**config.mk**
```make
export PLATFORM = sky130hd
export DESIGN_NAME = mem_arbiter_flat
export DESIGN_NICKNAME = d
export VERILOG_FILES = /design/src/rtl/mem_arbiter_if.sv /design/src/rtl/mem_arbiter.sv /design/src/flat_wrapper.sv
export SDC_FILE = /design/constraint.sdc
export NUM_CORES = 1
export LEC_CHECK = 0
export BUFFER_PORTS_ARGS = -buffer_cell sky130_fd_sc_hd__buf_2
export CAP_MARGIN = 30
export CORE_MARGIN = 10
export CORE_UTILIZATION = 40
export DETAILED_ROUTE_END_ITERATION = 12
export PLACE_DENSITY = 0.77
export SLEW_MARGIN = 15
export SYNTH_ARGS = -nofsm -noshare
export SYNTH_HDL_FRONTEND = slang
export SYNTH_SLANG_ARGS = --single-unit
```
**constraint.sdc**
```tcl
create_clock -name clk -period 1.65 [get_ports clk]
set_input_delay 0.33 -clock clk [delete_from_list [all_inputs] [get_ports clk]]
set_output_delay 0.33 -clock clk [all_outputs]
set_load 0.01 [all_outputs]
```
**src/rtl/mem_arbiter_if.sv**
```systemverilog
// Signal bundle between the fetch/data requesters, the arbiter and the memory controller.
// The slave modport is the arbiter's view; the master modport is the surrounding system's view.
interface mem_arbiter_if;
    logic        if_req;
    logic [31:0] if_addr;
    logic        if_rvalid;
    logic [31:0] if_rdata;
    logic        if_fault;

    logic        d_req;
    logic        d_we;
    logic [2:0]  d_funct3;
    logic [31:0] d_addr;
    logic [31:0] d_wdata;
    logic        d_rvalid;
    logic [31:0] d_rdata;
    logic        d_fault;

    logic        mem_ce;
    logic [2:0]  mem_funct3;
    logic [31:0] mem_addr;
    logic [31:0] mem_datain;
    logic        mem_memwrite;
    logic [31:0] mem_dataout;
    logic        mem_busy;
    logic        mem_valid;
    logic        mem_fault;
    logic        mem_timeout;

    modport slave (
        input  if_req, if_addr,
        output if_rvalid, if_rdata, if_fault,
        input  d_req, d_we, d_funct3, d_addr, d_wdata,
        output d_rvalid, d_rdata, d_fault,
        output mem_ce, mem_funct3, mem_addr, mem_datain, mem_memwrite, mem_timeout,
        input  mem_dataout, mem_busy, mem_valid, mem_fault
    );

    modport master (
        output if_req, if_addr,
        input  if_rvalid, if_rdata, if_fault,
        output d_req, d_we, d_funct3, d_addr, d_wdata,
        input  d_rvalid, d_rdata, d_fault,
        input  mem_ce, mem_funct3, mem_addr, mem_datain, mem_memwrite, mem_timeout,
        output mem_dataout, mem_busy, mem_valid, mem_fault
    );
endinterface

```
**src/rtl/mem_arbiter.sv**
```systemverilog
// Round-robin arbiter/sequencer sharing one memory controller between fetch and data ports,
// with a ce release cycle between transactions and a watchdog that aborts hung accesses.
module mem_arbiter #(
    parameter int TIMEOUT_CYCLES = 4096
) (
    input  logic         clk,
    input  logic         reset,
    mem_arbiter_if.slave bus
);
    localparam int WD_W = $clog2(TIMEOUT_CYCLES + 1);
    localparam logic [WD_W-1:0] WD_LAST = WD_W'(TIMEOUT_CYCLES - 1);
    localparam logic [2:0] FETCH_F3 = 3'b010;

    typedef enum logic [1:0] {S_IDLE, S_ISSUE, S_WAIT, S_RELEASE} state_t;

    state_t          r_state;
    state_t          w_next;
    logic            w_latch;
    logic            w_done;
    logic            w_abort;
    logic            w_release;
    logic            w_pick_d;

    logic            r_last_d;   // 1 = data port was granted last
    logic            r_gnt_d;
    logic [WD_W-1:0] r_wdog;

    logic            r_ce;
    logic [2:0]      r_f3;
    logic [31:0]     r_addr;
    logic [31:0]     r_wdata;
    logic            r_we;

    logic            r_if_rvalid;
    logic [31:0]     r_if_rdata;
    logic            r_if_fault;
    logic            r_d_rvalid;
    logic [31:0]     r_d_rdata;
    logic            r_d_fault;
    logic            r_timeout;

    logic [31:0]     w_rdata;

    // On a tie the port that did not win last time gets the controller.
    assign w_pick_d = bus.d_req & (~bus.if_req | ~r_last_d);
    assign w_rdata  = (bus.mem_valid & ~r_we) ? bus.mem_dataout : 32'h0;

    always_ff @(posedge clk) begin
        if (reset) r_state <= S_IDLE;
        else       r_state <= w_next;
    end

    always_comb begin
        w_next    = r_state;
        w_latch   = 1'b0;
        w_done    = 1'b0;
        w_abort   = 1'b0;
        w_release = 1'b0;
        case (r_state)
            S_IDLE: begin
                if (bus.if_req | bus.d_req) begin
                    w_latch = 1'b1;
                    w_next  = S_ISSUE;
                end
            end
            S_ISSUE: w_next = S_WAIT;
            S_WAIT: begin
                if (!bus.mem_busy) begin
                    w_done = 1'b1;
                    w_next = S_RELEASE;
                end else if (r_wdog == WD_LAST) begin
                    w_abort = 1'b1;
                    w_next  = S_RELEASE;
                end
            end
            S_RELEASE: begin
                w_release = 1'b1;
                w_next    = S_IDLE;
            end
            default: w_next = S_IDLE;
        endcase
    end

    always_ff @(posedge clk) begin
        if (reset) begin
            r_last_d    <= 1'b0;
            r_gnt_d     <= 1'b0;
            r_wdog      <= '0;
            r_ce        <= 1'b1;
            r_f3        <= 3'b000;
            r_addr      <= 32'h0;
            r_wdata     <= 32'h0;
            r_we        <= 1'b0;
            r_if_rvalid <= 1'b0;
            r_if_rdata  <= 32'h0;
            r_if_fault  <= 1'b0;
            r_d_rvalid  <= 1'b0;
            r_d_rdata   <= 32'h0;
            r_d_fault   <= 1'b0;
            r_timeout   <= 1'b0;
        end else begin
            r_if_rvalid <= 1'b0;
            r_d_rvalid  <= 1'b0;
            r_if_fault  <= 1'b0;
            r_d_fault   <= 1'b0;
            r_timeout   <= 1'b0;

            if (w_latch) begin
                r_ce    <= 1'b0;
                r_gnt_d <= w_pick_d;
                if (w_pick_d) begin
                    r_f3    <= bus.d_funct3;
                    r_addr  <= bus.d_addr;
                    r_wdata <= bus.d_wdata;
                    r_we    <= bus.d_we;
                end else begin
                    r_f3    <= FETCH_F3;
                    r_addr  <= bus.if_addr;
                    r_wdata <= 32'h0;
                    r_we    <= 1'b0;
                end
            end else if (w_done | w_abort) begin
                r_ce <= 1'b1;
            end

            if (r_state == S_ISSUE)     r_wdog <= '0;
            else if (r_state == S_WAIT) r_wdog <= r_wdog + WD_W'(1);

            // Response registers load on the edge into RELEASE so the pulse lines up with ce high.
            if (w_done | w_abort) begin
                if (r_gnt_d) begin
                    r_d_rvalid <= 1'b1;
                    r_d_rdata  <= w_abort ? 32'h0 : w_rdata;
                    r_d_fault  <= w_abort | bus.mem_fault;
                end else begin
                    r_if_rvalid <= 1'b1;
                    r_if_rdata  <= w_abort ? 32'h0 : w_rdata;
                    r_if_fault  <= w_abort | bus.mem_fault;
                end
                r_timeout <= w_abort;
            end

            if (w_release) r_last_d <= r_gnt_d;
        end
    end

    assign bus.mem_ce       = r_ce;
    assign bus.mem_funct3   = r_f3;
    assign bus.mem_addr     = r_addr;
    assign bus.mem_datain   = r_wdata;
    assign bus.mem_memwrite = r_we;
    assign bus.mem_timeout  = r_timeout;
    assign bus.if_rvalid    = r_if_rvalid;
    assign bus.if_rdata     = r_if_rdata;
    assign bus.if_fault     = r_if_fault;
    assign bus.d_rvalid     = r_d_rvalid;
    assign bus.d_rdata      = r_d_rdata;
    assign bus.d_fault      = r_d_fault;
endmodule
```
**src/flat_wrapper.sv**
```systemverilog
// flat-port wrapper written by rule: the top's interface ports become plain ports
module mem_arbiter_flat 
#(
    parameter int TIMEOUT_CYCLES = 4096
)
  (clk, reset, bus_if_req, bus_if_addr, bus_if_rvalid, bus_if_rdata, bus_if_fault, bus_d_req, bus_d_we, bus_d_funct3, bus_d_addr, bus_d_wdata, bus_d_rvalid, bus_d_rdata, bus_d_fault, bus_mem_ce, bus_mem_funct3, bus_mem_addr, bus_mem_datain, bus_mem_memwrite, bus_mem_timeout, bus_mem_dataout, bus_mem_busy, bus_mem_valid, bus_mem_fault);
  mem_arbiter_if bus_i ();
  input  logic clk;
  input  logic reset;
  input wire logic [$bits(bus_i.if_req)-1:0] bus_if_req;
  input wire logic [$bits(bus_i.if_addr)-1:0] bus_if_addr;
  output wire logic [$bits(bus_i.if_rvalid)-1:0] bus_if_rvalid;
  output wire logic [$bits(bus_i.if_rdata)-1:0] bus_if_rdata;
  output wire logic [$bits(bus_i.if_fault)-1:0] bus_if_fault;
  input wire logic [$bits(bus_i.d_req)-1:0] bus_d_req;
  input wire logic [$bits(bus_i.d_we)-1:0] bus_d_we;
  input wire logic [$bits(bus_i.d_funct3)-1:0] bus_d_funct3;
  input wire logic [$bits(bus_i.d_addr)-1:0] bus_d_addr;
  input wire logic [$bits(bus_i.d_wdata)-1:0] bus_d_wdata;
  output wire logic [$bits(bus_i.d_rvalid)-1:0] bus_d_rvalid;
  output wire logic [$bits(bus_i.d_rdata)-1:0] bus_d_rdata;
  output wire logic [$bits(bus_i.d_fault)-1:0] bus_d_fault;
  output wire logic [$bits(bus_i.mem_ce)-1:0] bus_mem_ce;
  output wire logic [$bits(bus_i.mem_funct3)-1:0] bus_mem_funct3;
  output wire logic [$bits(bus_i.mem_addr)-1:0] bus_mem_addr;
  output wire logic [$bits(bus_i.mem_datain)-1:0] bus_mem_datain;
  output wire logic [$bits(bus_i.mem_memwrite)-1:0] bus_mem_memwrite;
  output wire logic [$bits(bus_i.mem_timeout)-1:0] bus_mem_timeout;
  input wire logic [$bits(bus_i.mem_dataout)-1:0] bus_mem_dataout;
  input wire logic [$bits(bus_i.mem_busy)-1:0] bus_mem_busy;
  input wire logic [$bits(bus_i.mem_valid)-1:0] bus_mem_valid;
  input wire logic [$bits(bus_i.mem_fault)-1:0] bus_mem_fault;
  assign bus_i.if_req = bus_if_req;
  assign bus_i.if_addr = bus_if_addr;
  assign bus_if_rvalid = bus_i.if_rvalid;
  assign bus_if_rdata = bus_i.if_rdata;
  assign bus_if_fault = bus_i.if_fault;
  assign bus_i.d_req = bus_d_req;
  assign bus_i.d_we = bus_d_we;
  assign bus_i.d_funct3 = bus_d_funct3;
  assign bus_i.d_addr = bus_d_addr;
  assign bus_i.d_wdata = bus_d_wdata;
  assign bus_d_rvalid = bus_i.d_rvalid;
  assign bus_d_rdata = bus_i.d_rdata;
  assign bus_d_fault = bus_i.d_fault;
  assign bus_mem_ce = bus_i.mem_ce;
  assign bus_mem_funct3 = bus_i.mem_funct3;
  assign bus_mem_addr = bus_i.mem_addr;
  assign bus_mem_datain = bus_i.mem_datain;
  assign bus_mem_memwrite = bus_i.mem_memwrite;
  assign bus_mem_timeout = bus_i.mem_timeout;
  assign bus_i.mem_dataout = bus_mem_dataout;
  assign bus_i.mem_busy = bus_mem_busy;
  assign bus_i.mem_valid = bus_mem_valid;
  assign bus_i.mem_fault = bus_mem_fault;
  mem_arbiter #(.TIMEOUT_CYCLES(TIMEOUT_CYCLES)) u_core (.clk(clk), .reset(reset), .bus(bus_i));
endmodule
```
# == Word-level counts from Yosys, hierarchy flattened ==
# Index checks and enable logic that the tools add are counted.
# word_totals
regBits,155
inputBits,139
elab_cells,65
# classes
n_addsub,1
eq_ne,6
mux,22
bitwise_logic,11
n_reduce_logical,9
# op_table
cell,count
two-way mux 32 bit,4
"adder 13 x 1 -> 13 bit, second input constant",1
"equality test 13 x 12 -> 1 bit, second input constant",1
two-way mux 1 bit,13
one-hot mux 2 bit (4 select lines),1
two-way mux 2 bit,3
AND reduction 2 bit,3
OR reduction 3 bit,2
inverter 1 bit,5
"equality test 2 bit, second input constant",2
bitwise OR 1 bit,4
OR reduction 2 bit,2
two-way mux 3 bit,1
"inequality test 3 x 2 -> 1 bit, second input constant",1
AND 1 bit,2
"equality test 2 x 1 -> 1 bit, second input constant",1
logical NOT 2 bit,1
"inequality test 2 x 1 -> 1 bit, second input constant",1
nonzero test 2 bit,1

# == Logic depth before layout (Yosys ltp) ==
# depth
word_depth,7
ltp_mapped,8

# == Least setup slack after synthesis ==
# No wires, ideal clock.
# synth_path
kind,flip-flop to flip-flop
from,reg u_core.r_state[0]
to,reg u_core.r_wdog[11]
t_arrival_ns,1.631
required_time_ns,1.580
setup_slack_ns,-0.051
stages_incl_launch_ff,8
path_cell_list,dfxtp_1 inv_1 ha_1 buf_2 and4_1 nand4_1 or3_1 a21oi_1
# synth_via
elab_chain_cells,2
# synth_lines
item,line,rtl
from (decl),mem_arbiter.sv:16,state_t r_state;
from (signal assigned),mem_arbiter.sv:50,else r_state <= w_next;
equality test 2 x 1 -> 1 bit,mem_arbiter.sv:126,if (r_state == S_ISSUE) r_wdog <= '0;
OR reduction 2 bit (no source line),n/a,
to (signal assigned),mem_arbiter.sv:127,else if (r_state == S_WAIT) r_wdog <= r_wdog + WD_W'(1);
to (decl),mem_arbiter.sv:26,logic [WD_W-1:0] r_wdog;
# Parallel ways exist; a longest one is shown, timed or not.
# A chain may end at the register's enable or synchronous reset.

# == Worst setup path in the final report ==
# layout_path
from,reg u_core.r_wdog[0]
to,reg u_core.r_if_rdata[9] (netlist: u_core.bus.if_rdata[9])
# layout_via
elab_chain_cells,6
# layout_lines
item,line,rtl
equality test 13 x 12 -> 1 bit *,mem_arbiter.sv:71,end else if (r_wdog == WD_LAST) begin
two-way mux 1 bit *,mem_arbiter.sv:71,
two-way mux 1 bit *,mem_arbiter.sv:68,if (!bus.mem_busy) begin
two-way mux 1 bit *,mem_arbiter.sv:59,case (r_state)
bitwise OR 1 bit,mem_arbiter.sv:130,if (w_done | w_abort) begin
AND reduction 2 bit (no source line),n/a,
to (signal assigned),mem_arbiter.sv:137,r_if_rdata <= w_abort ? 32'h0 : w_rdata;
to (decl),mem_arbiter.sv:35,logic [31:0] r_if_rdata;
# Every way passes the cells marked *; elsewhere a longest branch is shown, timed or not.

==> reports/results.tsv <==
metric	value	unit
internal_power	8120	uW
die_area	21500	sq um
cts_root_buffer	clkbuf_16	
slew_headroom	76.6	%
synth_enable_flop_cells	0	
max_stage_delay	420	ps
cts_tree	yes	
synth_nets	771	
ir_worst_vdd	0.754	mV
whs	150	ps
setup_viol	59	
nets	1077	
drtIter0Drc	323	
cts_hold_buf	0	
ios	277	
cts.htree.levels	4	
dp_hpwl	14.0	mm
vias	5751	
report.final.hold_viol_count	0	
grt_max_degree	69	
drv_slew	0	
rows	46	
clkPwrFrac	31.3	%
powerDensity	1300	nW/um^2
remaining_drc_errors	0	
crit_arrival	2100	ps
max-clock-path-buffers	2	
crit_path_top_delay_cell	o41ai_4	
cp_top_family	compound AO/OA/AOI/OAI gates	
fin_util	59.3	%
clk_pin_slew_worst_paths	70	ps
fmax	557	MHz
power.share.switching	33.6	%
globalplace.congestion	0.772	
ys_types	43	
initial_core_util	40.5	%
fin_crit	1790	ps
comb_power_share	31.4	%
n_fill_cell	1284	
synthCells	626	
synth_seq_cells	155	
wire_per_inst	17.8	microns
wl	20.6	mm
ys_seq_area_share	48.4	%
netlist_area	6420	sq um
switchingPower	4110	uW
rsz0062_at_grt	true	
detail_route.first_pass.iterations	5	
fin_skew	10.8	ps
cp.required	1950	ps
layout_common_cells	buf_2, dfxtp_1, mux2i_1, nor2_1, nand2b_1	
postPlaceCellArea	8220	sq um
grt_overflow	0	
clock_latency	420	ps
finish.instance_area	9380	sq um
start_kind	register	
core_area	15800	sq um
die_y	147	microns
seq_power_share	37.3	%
grt_first_pass_wirelength	30.7	mm
path_max_fanout	8	
async_flop_share	0	%
antenna_found_initial	0	
path_cells	ha_4 -> nand2_4 -> o41ai_4 -> nand3b_1 -> buf_6 -> clkbuf_16 -> mux2i_1	
tightest_slew	350	ps
endpoint_kind	register	
cap_viol_max_count	0	
hold_path_class	input pin to register	
drive_gt1_share	44.9	%
setup_slack	-145	ps
outcome	complete, but fails checks	
min_period_over_period	109	%
p_leak	0.00472	uW
cts.sinks	155	
routed_via_density	4.95	
final_common_cell	buf_2	
cp_num_buf_inv	2	
grt.total_usage	17.4	%
synth_area_per_cell	10.3	sq um
syn_to_final_growth	46.1	%
cts_buffers	17	
failed_checks	negative setup slack	
antenna_left	0	
die_w	147	microns
port_buffers	276	
crit_type	register to register	
synthFlopType	dfxtp_1	
grt_pass1_vias	5940	
yosys_warnings	0	
antennaDiodeCount	0	
[cell families (layout without fill, tap and decap cells)]
logic type	after synthesis	in the layout	synth area share, %
DFF	155	155	48.4
adders and majority gates	6	6	1.17
and+or+nand+nor	217	217	18.9
buffers and inverters	58	377	5.38
muxes	99	99	15.4
AOI/OAI and AO/OA	82	82	9.53
xor gates and xnor gates	9	9	1.23
[power groups by stage]
stage / sequential [uW] / combinational (uW) / clock (uW)
finish: 4560 / 3840 / 3830
global route: 4620 / 4240 / 4090
CTS: 4540 / 3530 / 3910
floorplan: 4840 / 1730 / 0
detailed placement: 4610 / 3330 / 0
global placement: 4590 / 3280 / 0
[metal layers]
metal / vias up / part of all wire [%] / GRT usage [%]
met5: - / 0 / 0
met1: 2683 / 40 / 19.7
met3: 10 / 10 / 8.93
met4: 0 / 0.69 / 3.75
met2: 238 / 49 / 28.5
li1: 2820 / - / -
[state kept, by name (all words and copies together) (netlist names)]
signal and cells:
u_core.bus.d_fault 1, u_core.bus.d_rdata 32, u_core.bus.d_rvalid 1, u_core.bus.if_fault 1
u_core.bus.if_rdata 32, u_core.bus.if_rvalid 1, u_core.bus.mem_addr 32, u_core.bus.mem_ce 1
u_core.bus.mem_datain 32, u_core.bus.mem_funct3 3, u_core.bus.mem_memwrite 1, u_core.bus.mem_timeout 1
u_core.r_gnt_d 1, u_core.r_last_d 1, u_core.r_state 2, u_core.r_wdog 13
[worst register-to-register path, stage by stage (launching register included)]
cell       delay [ps]
dfxtp_2           350
ha_4              160
nand2_4            60
o41ai_4           420
nand3b_1          190
buf_6             190
clkbuf_16         180
mux2i_1           130
[final cells by class]
| cell class | instances | area (sq um) | area share (%) |
|---|---|---|---|
| inverters | 3 | 11.3 | 0.120 |
| flip-flops and latches | 155 | 3110 | 33.2 |
| multi-input cells | 413 | 3190 | 34.0 |
| clock inverters | 15 | 175 | 1.87 |
| well taps | 216 | 270 | 2.88 |
| clock buffers | 17 | 425 | 4.54 |
| repair buffers | 342 | 2190 | 23.4 |
[synth_stat cells, types with 2 or more instances]
cell | n | area (sq um)
dfxtp_1 | 155 | 3100
mux2i_1 | 99 | 991
nor2_1 | 86 | 323
nand2b_1 | 66 | 413
a22oi_1 | 35 | 263
a211oi_1 | 33 | 248
clkbuf_1 | 29 | 109
nand4_1 | 26 | 163
buf_2 | 9 | 45.0
nand4_2 | 9 | 113
buf_6 | 8 | 90.1
nand2_1 | 7 | 26.3
ha_1 | 6 | 75.1
a21oi_1 | 5 | 25.0
buf_1 | 5 | 18.8
xor2_1 | 5 | 43.8
o21ai_0 | 4 | 20.0
xnor2_1 | 4 | 35.0
buf_12 | 3 | 60.1
inv_1 | 3 | 11.3
nand3_1 | 3 | 15.0
nor2b_1 | 2 | 12.5
nor3_2 | 2 | 20.0
nor4_1 | 2 | 12.5
or3_1 | 2 | 12.5
[path summary, 6_finish.rpt]
kind | from | end | slack, ps | cells after the start
min reg2reg | u_core.bus.if_rdata[14] | u_core.bus.if_rdata[14] | 470 | 2
max reg2reg | u_core.r_wdog[0] | u_core.bus.if_rdata[9] | -140 | 7
min | bus_d_funct3[1] | u_core.bus.mem_funct3[1] | 150 | 3
max | u_core.r_wdog[0] | u_core.bus.if_rdata[9] | -140 | 7
[repair_timing]
| action | CTS | global route |
|---|---|---|
| setup buffers | 3 | 10 |
| hold endpoints to repair | 0 | 0 |
| gates resized for setup | 8 | 42 |
| setup endpoints to repair | 75 | 102 |
| gates cloned | 2 | 8 |
| pin swaps | 0 | 32 |
[per-stage QoR]
| stage | setup TNS (ps) | total power [uW] | setup WS [ps] | instances |
|---|---|---|---|---|
| 2_1_floorplan | 0 | 6570 | 9.12 | 626 |
| 3_3_place_gp | -770 | 7860 | -29.0 | 1106 |
| 3_5_place_dp | -4440 | 7940 | -105 | 1106 |
| 4_1_cts | -1710 | 12000 | -64.1 | 1143 |
| 5_1_grt | -9120 | 13000 | -210 | 1161 |
| 6_report | -4460 | 12200 | -145 | 1161 |
Note: power is estimated with default switching activity, not from simulation.
